`src/rtl/game_flow_ctrl.sv`:
```
// Game-flow controller: synchronises the start switch, filters collisions, counts pipe passes
// and tracks the high score across IDLE / PLAYING / GAMEOVER.
module game_flow_ctrl #(
    parameter int COLL_FILT   = 4,
    parameter int HOLD_CYCLES = 100_000_000,
    parameter int SCORE_MAX   = 9999,
    parameter int CNT_W       = 27
) (
    input  logic        clk,
    input  logic        reset_n,
    input  logic        start,
    input  logic        collision,
    input  logic        pass_event,
    output logic [2:0]  game_state,
    output logic        game_en,
    output logic        game_reset,
    output logic [13:0] score,
    output logic [13:0] high_score,
    output logic        new_high
);

    localparam int                COLL_W    = $clog2(COLL_FILT + 1);
    localparam logic [COLL_W-1:0] COLL_LAST = COLL_W'(COLL_FILT - 1);
    localparam logic [CNT_W-1:0]  HOLD_LAST = CNT_W'(HOLD_CYCLES - 1);
    localparam logic [13:0]       SCORE_SAT = 14'(SCORE_MAX);

    typedef enum logic [2:0] {
        ST_IDLE     = 3'b001,
        ST_PLAYING  = 3'b010,
        ST_GAMEOVER = 3'b100
    } state_t;

    state_t             state_reg, state_next;
    logic [COLL_W-1:0]  coll_cnt_reg, coll_cnt_next;
    logic [CNT_W-1:0]   hold_cnt_reg, hold_cnt_next;
    logic [13:0]        score_reg, score_next;
    logic [13:0]        high_reg, high_next;
    logic               new_high_reg, new_high_next;
    logic               game_reset_reg, game_reset_next;
    logic               go_first_reg, go_first_next;

    logic               start_meta_reg, start_sync_reg, start_prev_reg;
    logic               start_rise_reg;
    logic [13:0]        score_inc;

    // Synchroniser chain resets high so a switch held through reset never looks like an edge.
    always_ff @(posedge clk or negedge reset_n) begin
        if (!reset_n) begin
            start_meta_reg <= 1'b1;
            start_sync_reg <= 1'b1;
            start_prev_reg <= 1'b1;
            start_rise_reg <= 1'b0;
        end else begin
            start_meta_reg <= start;
            start_sync_reg <= start_meta_reg;
            start_prev_reg <= start_sync_reg;
            start_rise_reg <= start_sync_reg & ~start_prev_reg;
        end
    end

    always_ff @(posedge clk or negedge reset_n) begin
        if (!reset_n) begin
            state_reg      <= ST_IDLE;
            coll_cnt_reg   <= '0;
            hold_cnt_reg   <= '0;
            score_reg      <= '0;
            high_reg       <= '0;
            new_high_reg   <= 1'b0;
            game_reset_reg <= 1'b0;
            go_first_reg   <= 1'b0;
        end else begin
            state_reg      <= state_next;
            coll_cnt_reg   <= coll_cnt_next;
            hold_cnt_reg   <= hold_cnt_next;
            score_reg      <= score_next;
            high_reg       <= high_next;
            new_high_reg   <= new_high_next;
            game_reset_reg <= game_reset_next;
            go_first_reg   <= go_first_next;
        end
    end

    assign score_inc = (score_reg >= SCORE_SAT) ? SCORE_SAT : score_reg + 14'd1;

    always_comb begin
        state_next      = state_reg;
        coll_cnt_next   = coll_cnt_reg;
        hold_cnt_next   = hold_cnt_reg;
        score_next      = score_reg;
        high_next       = high_reg;
        new_high_next   = new_high_reg;
        game_reset_next = 1'b0;
        go_first_next   = 1'b0;

        case (state_reg)
            ST_IDLE: begin
                coll_cnt_next = '0;
                if (start_rise_reg) begin
                    state_next      = ST_PLAYING;
                    score_next      = '0;
                    game_reset_next = 1'b1;
                end
            end
            ST_PLAYING: begin
                // The game_reset cycle lets the downstream engines settle; inputs are ignored.
                if (game_reset_reg) begin
                    coll_cnt_next = '0;
                end else begin
                    if (pass_event) begin
                        score_next = score_inc;
                    end
                    if (collision) begin
                        if (coll_cnt_reg == COLL_LAST) begin
                            state_next    = ST_GAMEOVER;
                            coll_cnt_next = '0;
                            hold_cnt_next = '0;
                            go_first_next = 1'b1;
                        end else begin
                            coll_cnt_next = coll_cnt_reg + COLL_W'(1);
                        end
                    end else begin
                        coll_cnt_next = '0;
                    end
                end
            end
            ST_GAMEOVER: begin
                coll_cnt_next = '0;
                if (go_first_reg && (score_reg > high_reg)) begin
                    high_next     = score_reg;
                    new_high_next = 1'b1;
                end
                // Restart edges arriving during the hold-off are dropped, not remembered.
                if (hold_cnt_reg != HOLD_LAST) begin
                    hold_cnt_next = hold_cnt_reg + CNT_W'(1);
                end else if (start_rise_reg) begin
                    state_next      = ST_PLAYING;
                    score_next      = '0;
                    new_high_next   = 1'b0;
                    game_reset_next = 1'b1;
                end
            end
            default: begin
                state_next    = ST_IDLE;
                coll_cnt_next = '0;
                hold_cnt_next = '0;
            end
        endcase
    end

    always_comb begin
        game_state = ST_IDLE;
        game_en    = 1'b0;
        case (state_reg)
            ST_PLAYING: begin
                game_state = ST_PLAYING;
                game_en    = 1'b1;
            end
            ST_GAMEOVER: game_state = ST_GAMEOVER;
            default:     game_state = ST_IDLE;
        endcase
    end

    assign game_reset = game_reset_reg;
    assign score      = score_reg;
    assign high_score = high_reg;
    assign new_high   = new_high_reg;

endmodule

```
`config.mk`:
```
export PLATFORM = sky130hd
export DESIGN_NAME = game_flow_ctrl
export DESIGN_NICKNAME = d
export VERILOG_FILES = /design/src/rtl/game_flow_ctrl.sv
export SDC_FILE = /design/constraint.sdc
export NUM_CORES = 1
export LEC_CHECK = 0
export BUFFER_PORTS_ARGS = -buffer_cell sky130_fd_sc_hd__buf_2
export CAP_MARGIN = 40
export CORE_MARGIN = 1.5
export CORE_UTILIZATION = 34
export CTS_BUF_LIST = sky130_fd_sc_hd__clkbuf_8
export DETAILED_ROUTE_END_ITERATION = 16
export GPL_TIMING_DRIVEN = 1
export SYNTH_ARGS = -nofsm -noshare
export SYNTH_HDL_FRONTEND = slang
export SYNTH_SLANG_ARGS = --single-unit
```
`constraint.sdc`:
```
create_clock -name clk -period 5.95 [get_ports clk]
set_clock_uncertainty 0.1 [all_clocks]
set_input_delay 1.19 -clock clk [delete_from_list [all_inputs] [get_ports clk]]
set_output_delay 1.19 -clock clk [all_outputs]
set_load 0.005 [all_outputs]
```
==> impl_metrics.env <==
export IMPL_period_minus_slack_ps=3040
export IMPL_portBuffers=38
export IMPL_clk_latency_ps=350
export IMPL_synth_common_cells="64 x dfrtp_1, 36 x nor2_1, 29 x nand2_1"
export IMPL_syn_area_mm2=0.00360
export IMPL_clk_path_buf_depth=2
export IMPL_crit_chain="ha_1, nand4_1, or2_2, a211oi_1, nor4_1, nor2_1, buf_4, mux2_2"
export IMPL_first_iter_violations=131
export IMPL_grt_pass1_wl_mm=13.8
export IMPL_synth_flop_cell="dfrtp_1"
export IMPL_cts_tree="done"
export IMPL_powerDensity_mw_per_mm2=239
export IMPL_synthMostInstantiatedCell="dfrtp_1"
export IMPL_grt_max_degree=36
export IMPL_min_period_over_period=0.511
export IMPL_cts_resized=0
export IMPL_die_x_um=106
export IMPL_stdcell_area_mm2=0.00424
export IMPL_core_area_mm2=0.0103
export IMPL_hold_buffers=0
export IMPL_ys_seq_elements=68
export IMPL_routabilityCongestion=0.778
export IMPL_crit_slowest_cell="dfrtp_1"
export IMPL_num_antenna_cells=0
export IMPL_outcome="complete, no violations"
export IMPL_irDropWorstVdd_uv=111
export IMPL_dr_pass1_iters=4
export IMPL_syn_inst=369
export IMPL_track_usage=0.155
export IMPL_vias=2862
export IMPL_rsz0062_at_grt="no"
export IMPL_worstHoldStart="start_meta_reg"
export IMPL_p_leak_nw=1.98
export IMPL_num_fill_cells=1030
export IMPL_drt_antenna_violating_nets=0
export IMPL_cts_setup_buffers=0
export IMPL_crit_type="reg -> reg"
export IMPL_nets=439
export IMPL_hold_class="reg -> reg"
export IMPL_finalHoldViolations=0
export IMPL_synth_edf_count=0
export IMPL_syn_area_per_cell_um2=9.77
export IMPL_timing_slew_headroom=0.565
export IMPL_grt_pass1_vias=2790
export IMPL_place_area_mm2=0.00398
export IMPL_largest_reg_flops=27
export IMPL_cp_max_fo=11
export IMPL_slowest_delay_ps=470
export IMPL_post_drt_wl_per_cell_um=14.4
export IMPL_maxCapViolations=0
export IMPL_clk_pin_slew_ps=80
export IMPL_end_kind="flop"
export IMPL_final_setup_viol_count=0
export IMPL_antenna_found_initial=0
export IMPL_area_growth_syn_to_layout_pct=17.7
export IMPL_startpoint="score[13]"
export IMPL_setup_tns_final_ps=0
export IMPL_design_die_area_mm2=0.0112
export IMPL_numCtsBuffers=9
export IMPL_synth_top_cells_by_area="dfrtp_1 44%, ha_1 5.9%, nor2_1 3.8%"
export IMPL_hpwl_mm=5.71
export IMPL_synth_distinct_cells=48
export IMPL_numClockSinks=68
export IMPL_drv_slew=0
export IMPL_yosys_area_top_type="dfrtp_1"
export IMPL_drc_errors=0
export IMPL_worst_setup_path_start_kind="flop"
export IMPL_regToRegStartpoint="score[13]"
export IMPL_pre_cts_ws_ps=2840
export IMPL_grt_overflow_total=0
export IMPL_worst_pin_slew_ps=646
export IMPL_yosysWarnings=0
export IMPL_seq_area_frac_synth=0.474
export IMPL_synth_nets=391
export IMPL_fp_row_count=37
export IMPL_root_buffer="clkbuf_8"
export IMPL_drive_gt1_frac=0.199
export IMPL_yosysTopAreaCellShare=0.444
export IMPL_critical_path_arrival_ps=3170
export IMPL_htreeDepth=3
export IMPL_ios=39
export IMPL_worst_endpoint_required_ps=6080
export IMPL_fin_ws_ps=2910
export IMPL_viasPerCell=5.13
export IMPL_wirelength_mm=8.01
export IMPL_ys_async_sr_fraction=1.00
export IMPL_fp_dieH_um=106
export IMPL_max_freq_mhz=329
export IMPL_initial_core_util=0.349
==> cells by family after synthesis <==
family	share of synthesized area
AND/OR/NAND/NOR	0.239
AO/OA/AOI/OAI	0.105
buffers and inverters	0.0316
XOR/XNOR	0.0486
multiplexers	0.0431
adder cells (fa/ha/maj)	0.0590
flip-flops	0.474
==> critical path, delay by kind of cell (launching register included) <==
kind / cells / cell delay [ps]
buf+inv: 1 / 330
mux: 1 / 360
simple gates: 4 / 990
fa+ha+maj: 1 / 350
compound gates: 1 / 320
flops: 1 / 470
==> path summary, 6_finish.rpt <==
kind	slack (ps)	cells past startpoint	end
max	2910	8	high_score[2]
min	260	0	start_sync_reg
max reg2reg	2910	8	high_score[2]
min reg2reg	260	0	start_sync_reg
max in group asynchronous	4420	3	hold_cnt_reg[10]
min in group asynchronous	760	2	high_score[7]
==> final cells by class <==
| cell class | instances | area (µm²) | area share |
|---|---|---|---|
| multi-input cells | 273 | 1780 | 0.420 |
| flip-flops and latches | 68 | 1710 | 0.402 |
| repair buffers | 43 | 240 | 0.0567 |
| well taps | 136 | 170 | 0.0401 |
| clock buffers | 11 | 151 | 0.0357 |
| clock inverters | 5 | 106 | 0.0251 |
| inverters | 22 | 82.6 | 0.0195 |
==> power breakdown <==
| part | internal, mW | switching (mW) | total, mW |
|---|---|---|---|
| sequential | 0.468 | 0.00518 | 0.473 |
| clock | 0.303 | 0.183 | 0.485 |
| combinational | 0.0161 | 0.0389 | 0.0550 |
==> metrics by stage <==
step / total power, mW / cells / hold slack [ps] / utilization
3_5_place_dp: 0.538 / 542 / 250 / 0.386
2_1_floorplan: 0.511 / 369 / 245 / -
3_3_place_gp: 0.536 / 541 / 246 / 0.384
4_1_cts: 1.03 / 558 / 261 / 0.411
6_report: 1.01 / 558 / 259 / 0.411
5_1_grt: 1.05 / 558 / 262 / 0.411
==> metal layers <==
layer / wire length [µm] / track usage
met2: 3470 / 0.229
met5: 0 / 0
met4: 88 / 0.0666
met3: 377 / 0.0258
met1: 4080 / 0.224
==> cell usage in the layout (no fill, tap or decap), types with 5 or more instances in the layout <==
cell type / n
o21ai_0: 11
a21oi_1: 20
nand2_1: 29
clkbuf_8: 11
xor2_1: 7
o31ai_1: 5
nor3b_1: 6
or2_2: 5
nand3b_1: 5
nand3_1: 17
and3_1: 12
mux2_2: 11
buf_2: 38
nor4_1: 7
a21o_1: 5
nor3_1: 7
inv_1: 22
nor2_1: 36
xnor2_1: 13
nand4_1: 12
ha_1: 17
dfrtp_1: 64
or3_1: 7
(Power assumes the default switching activity.)
